$ cat src/rtl/mem_port_arbiter.sv
// mem_port_arbiter
//   Shares one data-memory port between two requesters:
//     port 0 = data-cache controller, port 1 = instruction-fetch refill.
//   One request is latched at a time. The memory is driven with a read or
//   write strobe until mem_ready. The owner then receives a one-cycle done
//   pulse together with the captured read data. Accesses that hang are
//   aborted by a watchdog, which reports them with err.
//
//   Configuration macro: ARB_ROUND_ROBIN_EN
//     defined   - when both ports request in the same cycle, the port that
//                 did not own the previous access wins (port 0 first after
//                 reset).
//     undefined - fixed priority; port 0 always wins.
//
// Ports
//   clk, reset_n              clock (rising edge), asynchronous active-low reset
//   reqN_rd / reqN_wr         level requests, held by port N until doneN
//   reqN_addr / reqN_wdata    address and write data for port N
//   done0 / done1             one-cycle completion pulse per port
//   rdata                     read data, valid while doneN is high after a read
//   err                       one-cycle pulse alongside doneN when the watchdog
//                             aborted the access
//   mem_read_en/mem_write_en  memory strobes, held high for the whole access
//   mem_addr / mem_wdata      latched address and write data for the memory
//   mem_rdata / mem_ready     memory read data and completion
module mem_port_arbiter #(
  parameter int ADDR_W   = 10,
  parameter int DATA_W   = 32,
  parameter int MAX_WAIT = 255
) (
  input  logic              clk,
  input  logic              reset_n,
  input  logic              req0_rd,
  input  logic              req0_wr,
  input  logic [ADDR_W-1:0] req0_addr,
  input  logic [DATA_W-1:0] req0_wdata,
  input  logic              req1_rd,
  input  logic              req1_wr,
  input  logic [ADDR_W-1:0] req1_addr,
  input  logic [DATA_W-1:0] req1_wdata,
  output logic              done0,
  output logic              done1,
  output logic [DATA_W-1:0] rdata,
  output logic              err,
  output logic              mem_read_en,
  output logic              mem_write_en,
  output logic [ADDR_W-1:0] mem_addr,
  output logic [DATA_W-1:0] mem_wdata,
  input  logic [DATA_W-1:0] mem_rdata,
  input  logic              mem_ready
);

  localparam int CNT_W = $clog2(MAX_WAIT + 1);
  localparam logic [CNT_W-1:0] WAIT_LAST = CNT_W'(MAX_WAIT - 1);

  typedef enum logic [1:0] {IDLE = 2'd0, BUSY = 2'd1, RESP = 2'd2} state_t;

  state_t            state, state_nxt;
  logic              owner, owner_nxt;
  logic              op_wr, op_wr_nxt;
  logic [CNT_W-1:0]  wait_cnt, wait_cnt_nxt;
  logic              done0_nxt, done1_nxt, err_nxt;
  logic              rd_en_nxt, wr_en_nxt;
  logic [ADDR_W-1:0] addr_nxt;
  logic [DATA_W-1:0] wdata_nxt, rdata_nxt;
  logic              any0, any1, grant;

  assign any0 = req0_rd | req0_wr;
  assign any1 = req1_rd | req1_wr;

`ifdef ARB_ROUND_ROBIN_EN
  logic last_owner, last_owner_nxt;

  // Contention goes to the port that did not own the previous access.
  // A single requester is granted directly.
  assign grant = (any0 && any1) ? ~last_owner : ~any0;

  always_ff @(posedge clk or negedge reset_n) begin
    if (!reset_n) last_owner <= 1'b1;
    else          last_owner <= last_owner_nxt;
  end
`else
  assign grant = ~any0;
`endif

  always_comb begin
    state_nxt    = state;
    owner_nxt    = owner;
    op_wr_nxt    = op_wr;
    wait_cnt_nxt = wait_cnt;
    addr_nxt     = mem_addr;
    wdata_nxt    = mem_wdata;
    rdata_nxt    = rdata;
    done0_nxt    = 1'b0;
    done1_nxt    = 1'b0;
    err_nxt      = 1'b0;
    rd_en_nxt    = 1'b0;
    wr_en_nxt    = 1'b0;
`ifdef ARB_ROUND_ROBIN_EN
    last_owner_nxt = last_owner;
`endif
    unique case (state)
      IDLE: begin
        if (any0 || any1) begin
          owner_nxt    = grant;
          // A write wins over a read when a port raises both.
          op_wr_nxt    = grant ? req1_wr : req0_wr;
          addr_nxt     = grant ? req1_addr : req0_addr;
          wdata_nxt    = grant ? req1_wdata : req0_wdata;
          rd_en_nxt    = ~op_wr_nxt;
          wr_en_nxt    = op_wr_nxt;
          wait_cnt_nxt = '0;
          state_nxt    = BUSY;
        end
      end
      BUSY: begin
        if (mem_ready) begin
          // Only a read updates rdata; a write leaves the last read data in place.
          if (!op_wr) rdata_nxt = mem_rdata;
          done0_nxt = ~owner;
          done1_nxt = owner;
          state_nxt = RESP;
        end else if (wait_cnt == WAIT_LAST) begin
          // The watchdog fires after MAX_WAIT strobe cycles without mem_ready.
          rdata_nxt = '0;
          err_nxt   = 1'b1;
          done0_nxt = ~owner;
          done1_nxt = owner;
          state_nxt = RESP;
        end else begin
          wait_cnt_nxt = wait_cnt + CNT_W'(1);
          rd_en_nxt    = ~op_wr;
          wr_en_nxt    = op_wr;
        end
      end
      RESP: begin
        wait_cnt_nxt = '0;
`ifdef ARB_ROUND_ROBIN_EN
        last_owner_nxt = owner;
`endif
        state_nxt = IDLE;
      end
      default: state_nxt = IDLE;
    endcase
  end

  always_ff @(posedge clk or negedge reset_n) begin
    if (!reset_n) begin
      state        <= IDLE;
      owner        <= 1'b0;
      op_wr        <= 1'b0;
      wait_cnt     <= '0;
      done0        <= 1'b0;
      done1        <= 1'b0;
      err          <= 1'b0;
      rdata        <= '0;
      mem_read_en  <= 1'b0;
      mem_write_en <= 1'b0;
      mem_addr     <= '0;
      mem_wdata    <= '0;
    end else begin
      state        <= state_nxt;
      owner        <= owner_nxt;
      op_wr        <= op_wr_nxt;
      wait_cnt     <= wait_cnt_nxt;
      done0        <= done0_nxt;
      done1        <= done1_nxt;
      err          <= err_nxt;
      rdata        <= rdata_nxt;
      mem_read_en  <= rd_en_nxt;
      mem_write_en <= wr_en_nxt;
      mem_addr     <= addr_nxt;
      mem_wdata    <= wdata_nxt;
    end
  end

endmodule

$ cat config.mk
export PLATFORM = sky130hd
export DESIGN_NAME = mem_port_arbiter
export DESIGN_NICKNAME = d
export VERILOG_FILES = /design/src/rtl/mem_port_arbiter.sv
export SDC_FILE = /design/constraint.sdc
export NUM_CORES = 1
export LEC_CHECK = 0
export CORE_ASPECT_RATIO = 0.9
export CORE_MARGIN = 2
export CORE_UTILIZATION = 43
export CTS_CLUSTER_DIAMETER = 30
export DETAILED_ROUTE_END_ITERATION = 16
export GPL_TIMING_DRIVEN = 0
export PLACE_DENSITY = 0.84
export SLEW_MARGIN = 20
export SYNTH_ARGS = -nofsm -noshare
export SYNTH_HDL_FRONTEND = slang
export SYNTH_SLANG_ARGS = --single-unit
$ cat constraint.sdc
create_clock -name clk -period 3.6 [get_ports clk]
set_input_delay 1.08 -clock clk [delete_from_list [all_inputs] [get_ports clk]]
set_output_delay 1.08 -clock clk [all_outputs]
set_load 0.02 [all_outputs]
==> impl_metrics.env <==
export IMPL_finalSetupViolCount=0
export IMPL_fp_dieW_um=104
export IMPL_synthesis_area_mm2=0.00387
export IMPL_h_tree_depth=3
export IMPL_stdcell_area_mm2=0.00629
export IMPL_internal_power_mw=3.11
export IMPL_wl_um=11600
export IMPL_placementRows=32
export IMPL_clk_latency_ps=350
export IMPL_grt_first_pass_wirelength_um=18300
export IMPL_synth_flop_cell="dfrtp_1"
export IMPL_route_detailed_drc=0
export IMPL_critPathCaptureType="flip-flop"
export IMPL_yosysTopAreaCell="dfrtp_1"
export IMPL_cp_start_kind="input pin"
export IMPL_cellLeakagePower_nw=2.72
export IMPL_core_mm2=0.00865
export IMPL_synth_nets=465
export IMPL_placed_area_mm2=0.00605
export IMPL_gp_congestion=0.869
export IMPL_pwr_share_clk_pct=16.8
export IMPL_antenna_found_initial=0
export IMPL_ys_ff_latch=91
export IMPL_root_buffer="clkbuf_8"
export IMPL_post_dp_hpwl_um=8990
export IMPL_n_fill_cell=627
export IMPL_yosys_warnings=0
export IMPL_post_route_min_period_ps=2790
export IMPL_nNetsFinal=678
export IMPL_vias=3520
export IMPL_period_share_pct=77.6
export IMPL_syn_avg_cell_area_um2=11.4
export IMPL_synth_most_common_cell="dfrtp_1"
export IMPL_area_growth_pct=62.6
export IMPL_power_switching_mw=1.90
export IMPL_clock_sinks=91
export IMPL_status="finished, final reports clean"
export IMPL_num_antenna_cells=0
export IMPL_critPathKind="input pin to flip-flop"
export IMPL_cts_buffers=9
export IMPL_drt_wirelength_per_cell_um=17.2
export IMPL_p_seq_share_pct=34.6
export IMPL_portBuffers=201
export IMPL_synth_top_cell_area_share_pct=58.9
export IMPL_grt_util_all_layers_pct=24.0
export IMPL_cts_hold_buf=0
export IMPL_yosys_cell_types_count=35
export IMPL_skew_ps=9.75
export IMPL_drt_vias_per_instance=5.20
export IMPL_final_max_slew_violation_count=0
export IMPL_arrival_ps=3030
export IMPL_stdcell_count=677
export IMPL_cts_resized=0
export IMPL_yosysSeqAreaShare_pct=58.9
export IMPL_syn_inst=340
export IMPL_async_reset_ff_share_pct=100
export IMPL_post_cts_buffers=0
export IMPL_grt_max_degree=56
export IMPL_io_pins=202
export IMPL_clkSlewWorstSetupHoldPaths_ps=90
export IMPL_crit_required_ps=3840
export IMPL_yosys_top_cells_area="dfrtp_1 (59%), mux2i_1 (11%), a22o_1 (7.5%), o21ai_0 (5.8%), nand2_1 (4.7%)"
export IMPL_ant_nets=0
export IMPL_initial_core_util_pct=44.7
export IMPL_drv_cap=0
export IMPL_post_place_ws_ps=419
export IMPL_hold_viol=0
export IMPL_holdWs_ps=485
export IMPL_peakVddDrop_v=0.000437
export IMPL_r2r_slack_ps=1520
export IMPL_crit_fanout=8
export IMPL_maxClockFrequency_mhz=358
export IMPL_synth_edff_count=0
export IMPL_tightest_slew_ps=704
export IMPL_sw_frac_of_total_pct=37.9
export IMPL_cts_tree="done"
export IMPL_pwr_share_comb_pct=48.5
export IMPL_dr_pass1_iters=4
export IMPL_setup_ws_ps=806
export IMPL_dp_cells=661
export IMPL_die_height_um=94.0
export IMPL_slew_headroom_pct=52.9
export IMPL_gr_total_overflow=0
export IMPL_clockBufferDepth=2
export IMPL_synthTopCellsByCount="dfrtp_1 (91), nand2_1 (48), o21ai_0 (45)"
export IMPL_p_per_area_mw_per_mm2=795
export IMPL_rsz0062_at_grt="false"
export IMPL_hold_path_class="flip-flop to flip-flop"
export IMPL_grt_pass1_vias=3599
export IMPL_drt_first_iter_violations=98
export IMPL_dieArea_mm2=0.00977
export IMPL_drive_gt1_share_pct=6.27
==> worst paths after layout <==
kind / startpoint / endpoint / cells after the start
setup / recovery: mem_ready / wait_cnt[1] / 6
hold / removal: mem_wdata[26] / mem_wdata[26] / 2
setup reg to reg: wait_cnt[0] / wait_cnt[1] / 7
hold reg to reg: mem_wdata[26] / mem_wdata[26] / 2
max in group asynchronous: reset_n / mem_wdata[31] / 2
min in group asynchronous: reset_n / rdata[7] / 1
==> registers in the layout, indices dropped and copies added (netlist names), 2 cells and up <==
register / flops
mem_addr: 10
rdata: 32
wait_cnt: 8
state: 2
mem_wdata: 32
==> per-stage QoR <==
step                power, mW  TNS, ps  utilization [%]
finish                   5.00        0             72.8
detailed placement       4.18        0             69.9
floorplan                2.93        0                -
global route             5.30        0             72.8
global placement         4.11  -156480             69.7
CTS                      5.04        0             72.8
==> layout by cell type, fill, tap and decap left out, types with 2 or more instances in the layout <==
cell / n
a21o_1: 2
a21oi_1: 5
a22o_1: 33
a31oi_1: 6
and3_1: 2
buf_2: 10
bufinv_16: 3
clkbuf_1: 11
clkbuf_8: 9
clkdlybuf4s50_1: 200
dfrtp_1: 91
ha_1: 2
inv_1: 7
inv_6: 3
mux2i_1: 43
nand2_1: 48
nand3_1: 6
nor2_1: 5
nor3_1: 4
nor4_1: 2
o21ai_0: 45
==> worst max-delay path, stage by stage <==
cell,delay [ps]
clkdlybuf4s50_1,470
or3b_4,430
a21oi_1,410
or2_1,200
buf_6,140
mux2_4,300
==> area by class of cell <==
class,instances,area (um^2),area share (%)
sequential,91,2280,36.2
timing repair buffer,202,2030,32.3
multi-input combinational,219,1460,23.2
tap,119,149,2.37
clock buffer,9,124,1.97
clock inverter,7,121,1.93
buffer,23,108,1.71
inverter,7,26.3,0.418
==> per-layer routing <==
layer	track usage (%)	vias up	share of wire [%]	wire length (um)
met4	5.74	0	0.83	97
met1	27.1	1705	38	4380
met2	41.9	158	50	5830
met3	10.8	11	11	1320
met5	0	-	0	0
li1	-	1646	-	-
==> power groups by stage <==
stage	logic (mW)	registers (mW)	clock network, mW
after floorplan	0.708	2.22	0
final	2.43	1.73	0.843
after global routing	2.60	1.79	0.910
after detailed placement	2.44	1.74	0
after CTS	2.45	1.73	0.860
after global placement	2.39	1.72	0
==> cell families (layout without fill, tap and decap cells) <==
logic type,Yosys count,count (layout),synth area share [%]
DFF,91,91,58.9
buffers and inverters,30,248,3.46
and+or+nand+nor,76,76,8.86
adders and majority gates,2,2,0.647
muxes,45,45,11.8
AOI/OAI and AO/OA,96,96,16.4
Note: power is estimated with default switching activity, not from simulation.
